[src/rtl/addsub4_checker_pkg.sv]
// addsub4_checker_pkg: shared state encoding and constants for the add/sub checker.
package addsub4_checker_pkg;
    typedef enum logic [1:0] {
        IDLE  = 2'd0,
        RUN   = 2'd1,
        DRAIN = 2'd2,
        DONE  = 2'd3
    } state_t;
    localparam logic SEL_ADD = 1'b0;
    localparam logic SEL_SUB = 1'b1;
    localparam logic [7:0] CNT_MAX = 8'd255;
endpackage

[src/rtl/addsub4_ref.sv]
// addsub4_ref: golden 4-bit add/subtract; subtract is a + ~b + 1 with cin ignored.
module addsub4_ref
    import addsub4_checker_pkg::*;
(
    input  logic [3:0] a,
    input  logic [3:0] b,
    input  logic       cin,
    input  logic       sel,
    output logic [3:0] sum,
    output logic       cout
);
    logic [3:0] nb;
    always_comb begin
        nb = ~b;
        {cout, sum} = (sel == SEL_SUB) ? {1'b0, a} + {1'b0, nb} + 5'd1
                                       : {1'b0, a} + {1'b0, b} + {4'd0, cin};
    end
endmodule

[config.mk]
export PLATFORM = sky130hd
export DESIGN_NAME = addsub4_ref
export DESIGN_NICKNAME = d
export VERILOG_FILES = /design/src/rtl/addsub4_checker_pkg.sv /design/src/rtl/addsub4_ref.sv
export SDC_FILE = /design/constraint.sdc
export NUM_CORES = 1
export LEC_CHECK = 0
export CAP_MARGIN = 10
export CORE_AREA = 2 2 39 41
export DETAILED_ROUTE_END_ITERATION = 8
export DIE_AREA = 0 0 41 43
export GPL_TIMING_DRIVEN = 1
export SLEW_MARGIN = 20
export SYNTH_ARGS = -nofsm -noshare
export SYNTH_HDL_FRONTEND = slang
export SYNTH_SLANG_ARGS = --single-unit
[constraint.sdc]
create_clock -name vclk -period 2.88
set_clock_uncertainty 0.2 [all_clocks]
set_input_delay 0.576 -clock vclk [all_inputs]
set_output_delay 0.576 -clock vclk [all_outputs]
set_load 0.02 [all_outputs]
==> results.sh, run 1 <==
export IMPL_grtUsageMet3=0.00524
export IMPL_die_area_sq_um=1760
export IMPL_finalNetCount=83
export IMPL_placed_cell_area_sq_um=552
export IMPL_first_iter_violations=2
export IMPL_worstPathMaxFanout=2
export IMPL_cp_common_cell="fa_2"
export IMPL_dp_cells=76
export IMPL_setup_viol=0
export IMPL_fin_crit_ns=2.81
export IMPL_hold_depth=5
export IMPL_post_drt_wl_per_cell_um=9.73
export IMPL_synthTopCellsByArea="ha_1 27%, fa_1 18%, inv_1 10%"
export IMPL_ir_worst_vdd_uv=117
export IMPL_slowest_stage="fa_2"
export IMPL_ys_warn_count=0
export IMPL_portBuffers=15
export IMPL_instances_no_fill=77
export IMPL_synth_cell_types=17
export IMPL_grt_first_pass_wirelength_um=1170
export IMPL_leakage_nw=0.300
export IMPL_p_per_area_nw_per_um2=212
export IMPL_cp_cell_sequence="buf_2 -> inv_2 -> fa_2 -> fa_2 -> o21ba_4 -> nor2_2 -> nor3_2 -> a21oi_2 -> buf_4"
export IMPL_grt_use_met2=0.159
export IMPL_grt_max_degree=7
export IMPL_drc=0
export IMPL_grt_pass1_vias=318
export IMPL_yosys_area_top_type="ha_1"
export IMPL_hold_class="in -> out"
export IMPL_grt_busiest_layer="met2"
export IMPL_status="complete, no violations"
export IMPL_synth_area_per_cell_sq_um=8.66
export IMPL_seq_cells=0
export IMPL_dp_slack_ns=-0.888
export IMPL_finalInstanceArea_sq_um=597
export IMPL_viasPerCell=4.31
export IMPL_syn_inst=38
export IMPL_drv_slew=0
export IMPL_max_freq_mhz=356
export IMPL_crit_path_start_kind="input pin"
export IMPL_pin_count=15
export IMPL_firstDrtPassIters=2
export IMPL_seq_area_sq_um=0
export IMPL_max_stage_delay_ns=0.39
export IMPL_fp_row_count=14
export IMPL_seq_area_frac_synth=0
export IMPL_critical_path_arrival_ns=2.03
export IMPL_crit_required_ns=2.10
export IMPL_overflow=0
export IMPL_vias=332
export IMPL_die_w_um=41
export IMPL_coreArea_sq_um=1380
export IMPL_antenna_found_initial=0
export IMPL_hpwl_um=546
export IMPL_fillers=149
export IMPL_setup_slack_ns=0.0693
export IMPL_area_growth_pct=81.4
export IMPL_die_h_um=43
export IMPL_wl_um=749
export IMPL_crit_path_end_kind="output pin"
export IMPL_hold_ws_ns=1.59
export IMPL_finalCritPeriodShare=0.976
export IMPL_crit_type="in -> out"
export IMPL_num_antenna_cells=0
export IMPL_finalHoldViolations=0
export IMPL_place_gp_congestion=0.656
export IMPL_drive_above_1_share=0.590
export IMPL_synth_top_area_frac=0.266
export IMPL_worst_pin_slew_ns=0.290
export IMPL_start_util=0.238
export IMPL_met1_usage=0.116
export IMPL_syn_area_sq_um=329
export IMPL_maxSlewHeadroom=0.806
export IMPL_track_usage=0.0884
export IMPL_drv_cap=0
export IMPL_final_antenna_net_count=0
export IMPL_nClkBuffers=0
export IMPL_syn_nets=58
export IMPL_ctsHoldBuffers=0
[cells in the mapped netlist, drive strengths merged]
library cell  number
xnor2              1
a21oi              3
o211ai             1
mux2i              3
o21ai              1
nand2              1
nor2               2
xor2               1
ha                 7
a21o               1
a22oi              1
o21ba              1
nor3               2
inv                9
fa                 3
buf                1
[stage by stage]
| stage | power (W) | TNS [ns] | util |
|---|---|---|---|
| 4_1_cts | 0.000122 | -0.00447 | 0.411 |
| 3_3_place_gp | 0.000120 | -3.12 | 0.399 |
| 3_5_place_dp | 0.000120 | -3.09 | 0.399 |
| 5_1_grt | 0.000140 | -0.0189 | 0.431 |
| 2_1_floorplan | 0.0000645 | 0 | - |
| 6_report | 0.000127 | 0 | 0.431 |
[placed cells by master (no fill, tap or decap), types with 2 or more instances in the layout]
| master | netlist | layout |
|---|---|---|
| ha_1 | 7 | 4 |
| inv_1 | 9 | 5 |
| nor3_2 | 1 | 2 |
| buf_4 | 0 | 10 |
| mux2i_1 | 3 | 3 |
| fa_2 | 0 | 3 |
| ha_4 | 0 | 2 |
| inv_2 | 0 | 4 |
| a21oi_2 | 0 | 3 |
| buf_2 | 0 | 5 |
| clkdlybuf4s50_1 | 0 | 5 |
| dlymetal6s2s_1 | 0 | 2 |
[cell type report]
type / count / area, sq um / area share
multi-input combinational: 28 / 348 / 0.583
inverter: 9 / 33.8 / 0.0566
tap: 16 / 20.0 / 0.0335
timing repair buffer: 24 / 195 / 0.327
[where the power goes]
part,switching (W),internal (W),total (W)
logic,0.0000614,0.0000652,0.000127
clock network,0,0,0
registers,0,0,0
[kinds of logic (layout without fill, tap and decap cells)]
logic type      Yosys count  count (layout)  share of synthesized area
fa+ha+maj                10              10                      0.449
buf+inv                  10              33                      0.137
compound gates            8               8                      0.190
simple gates              5               5                     0.0798
mux                       3               3                     0.0913
xor+xnor                  2               2                     0.0532
[worst paths after layout]
check	from	endpoint
worst min-delay path	a[1]	sum[1]
worst max-delay path	cin	cout
[repair_timing]
action / 4_1_cts / 5_1_grt
setup endpoints to repair: 5 / 3
buffers inserted: 1 / 0
pin swaps: 6 / 2
gates resized for setup: 44 / 7
[critical path: cells and delay by family]
family | cells | cell delay [ns]
AO/OA/AOI/OAI | 2 | 0.29
adder cells (fa/ha/maj) | 2 | 0.74
buffers and inverters | 3 | 0.27
AND/OR/NAND/NOR | 2 | 0.15
[layer usage]
metal | share of wire | routed length [um]
met1 | 0.44 | 332
met2 | 0.47 | 352
met4 | 0 | 0
met5 | 0 | 0
met3 | 0.084 | 63
No activity file was read; power rests on OpenSTA's default activity.
==> inputs of run 2 (changes only) <==
--- a/config.mk
+++ b/config.mk
@@ -5,11 +5,13 @@
 export SDC_FILE = /design/constraint.sdc
 export NUM_CORES = 1
 export LEC_CHECK = 0
+export ABC_AREA = 1
 export CAP_MARGIN = 10
 export CORE_AREA = 2 2 39 41
 export DETAILED_ROUTE_END_ITERATION = 8
 export DIE_AREA = 0 0 41 43
 export GPL_TIMING_DRIVEN = 1
+export PLACE_DENSITY_LB_ADDON = 0.05
 export SLEW_MARGIN = 20
 export SYNTH_ARGS = -nofsm -noshare
 export SYNTH_HDL_FRONTEND = slang
==> run 2 against run 1 <==
  * Sequential share of layout area unchanged
  * Combinational power fell by 6%
  * Utilization down 0.18 points
  * Area after synthesis grew 14%
  * Via count is 14% higher
  * Routed wire length rose by 1.2%
  * Global-route usage increased by 1.9 points
  * Flip-flop and latch count did not move
  * Worst setup slack gained 0.018 ns
  * Critical path depth decreased by 2
  * Critical endpoint unchanged
  * Largest cell class unchanged
==> results.sh, run 2 <==
export IMPL_status="complete, no violations"
export IMPL_synthTopCellsByArea="ha_1 23%, fa_1 16%, inv_1 13%"
export IMPL_max_stage_delay_ns=0.48
export IMPL_area_growth_pct=58.9
export IMPL_setup_viol=0
export IMPL_hpwl_um=690
export IMPL_grt_pass1_vias=328
export IMPL_fp_row_count=14
export IMPL_crit_type="in -> out"
export IMPL_drv_cap=0
export IMPL_post_drt_wl_per_cell_um=8.33
export IMPL_seq_area_frac_synth=0
export IMPL_synthTopCellsByCount="13 x inv_1, 13 x nand2_1, 7 x ha_1, 4 x nand3_1, 3 x fa_1"
export IMPL_yosys_area_top_type="ha_1"
export IMPL_worstPathMaxFanout=2
export IMPL_layout_common_cells="13 x nand2_1, 10 x buf_4, 9 x inv_1"
export IMPL_crit_path_end_kind="output pin"
export IMPL_worst_pin_slew_ns=0.224
export IMPL_fin_crit_ns=2.79
export IMPL_fillers=160
export IMPL_layout_commonest_cell="nand2_1"
export IMPL_ys_warn_count=0
export IMPL_firstDrtPassIters=6
export IMPL_ir_worst_vdd_uv=60.5
export IMPL_antenna_found_initial=0
export IMPL_critical_path_arrival_ns=2.02
export IMPL_grt_max_degree=8
export IMPL_viasPerCell=4.15
export IMPL_rsz0062_at_grt="yes"
export IMPL_syn_inst=54
export IMPL_first_iter_violations=4
export IMPL_coreArea_sq_um=1380
export IMPL_finalCritPeriodShare=0.970
export IMPL_finalNetCount=97
export IMPL_pin_count=15
export IMPL_critPathBufInv=3
export IMPL_hold_class="in -> out"
export IMPL_grt_first_pass_wirelength_um=1370
export IMPL_start_util=0.270
export IMPL_place_gp_congestion=0.746
export IMPL_drv_slew=0
export IMPL_leakage_nw=0.327
export IMPL_die_h_um=43
export IMPL_hold_ws_ns=1.50
export IMPL_wl_um=758
export IMPL_finalInstanceArea_sq_um=594
export IMPL_syn_area_sq_um=374
export IMPL_die_area_sq_um=1760
export IMPL_nClkBuffers=0
export IMPL_maxSlewHeadroom=0.851
export IMPL_track_usage=0.107
export IMPL_post_cts_buffers=0
export IMPL_synth_area_per_cell_sq_um=6.93
export IMPL_seq_area_sq_um=0
export IMPL_seq_cells=0
export IMPL_die_w_um=41
export IMPL_finalHoldViolations=0
export IMPL_p_per_area_nw_per_um2=201
export IMPL_syn_nets=74
export IMPL_num_antenna_cells=0
export IMPL_overflow=0
export IMPL_cp_cell_sequence="clkdlybuf4s50_1 -> inv_1 -> fa_2 -> o21ai_1 -> nand2_1 -> a32oi_1 -> buf_2"
export IMPL_slowest_stage="clkdlybuf4s50_1"
export IMPL_final_antenna_net_count=0
export IMPL_max_freq_mhz=358
export IMPL_crit_path_start_kind="input pin"
export IMPL_synth_top_area_frac=0.234
export IMPL_placed_cell_area_sq_um=582
export IMPL_vias=378
export IMPL_path_delay_family="buffers and inverters"
export IMPL_drive_above_1_share=0.347
export IMPL_drc=0
export IMPL_crit_required_ns=2.10
export IMPL_synth_cell_types=16
export IMPL_portBuffers=15
run 2: changes by cell type after synthesis, moves of 2 or more:
cell / change
nand2_1: +12
inv_1: +4
nand3_1: +4
a21oi_1: -2
mux2i_1: -2
o21ai_0: +2
run 2: what timing repair did:
item                                    CTS  global route
hold buffers                              0             0
gates cloned                              0             0
endpoints found under the setup margin    5             5
resized for setup                        34             8
pin swaps                                 5             3
run 2: area by class of cell:
cell class	instances	area, sq um	share of cell area
multi-input cells	38	329	0.554
inverters	14	55.1	0.0926
repair buffers	23	190	0.320
well taps	16	20.0	0.0337
run 2: worst paths after layout:
kind,from,end,slack (ns),cells past startpoint
setup / recovery,a[1],cout,0.09,7
hold / removal,b[0],sum[0],1.50,5
run 2: kinds of logic after synthesis:
| kind of cell | synth area share |
|---|---|
| AND/OR/NAND/NOR | 0.204 |
| buffers and inverters | 0.207 |
| adder cells (fa/ha/maj) | 0.395 |
| AO/OA/AOI/OAI | 0.144 |
| XOR/XNOR | 0.0234 |
| multiplexers | 0.0268 |
run 2: layer usage:
layer / share of wire / global-route usage / up-vias
met5: 0 / 0 / -
met4: 0 / 0 / 0
met3: 0.036 / 0 / 0
met2: 0.53 / 0.184 / 6
met1: 0.43 / 0.153 / 164
li1: - / - / 208
run 2: power breakdown:
part	internal (W)	switching (W)
clock network	0	0
registers	0	0
logic	0.0000592	0.0000603
total	0.0000592	0.0000603
run 2: metrics by stage:
stage,setup WS (ns),utilization,cells,setup TNS [ns],power [W]
2_1_floorplan,0.0558,-,54,0,0.0000690
3_3_place_gp,-0.859,0.420,91,-2.94,0.000123
3_5_place_dp,-0.851,0.420,91,-2.93,0.000122
4_1_cts,0.0203,0.416,91,0,0.000119
5_1_grt,-0.0310,0.429,91,-0.0310,0.000135
6_report,0.0877,0.429,91,0,0.000119
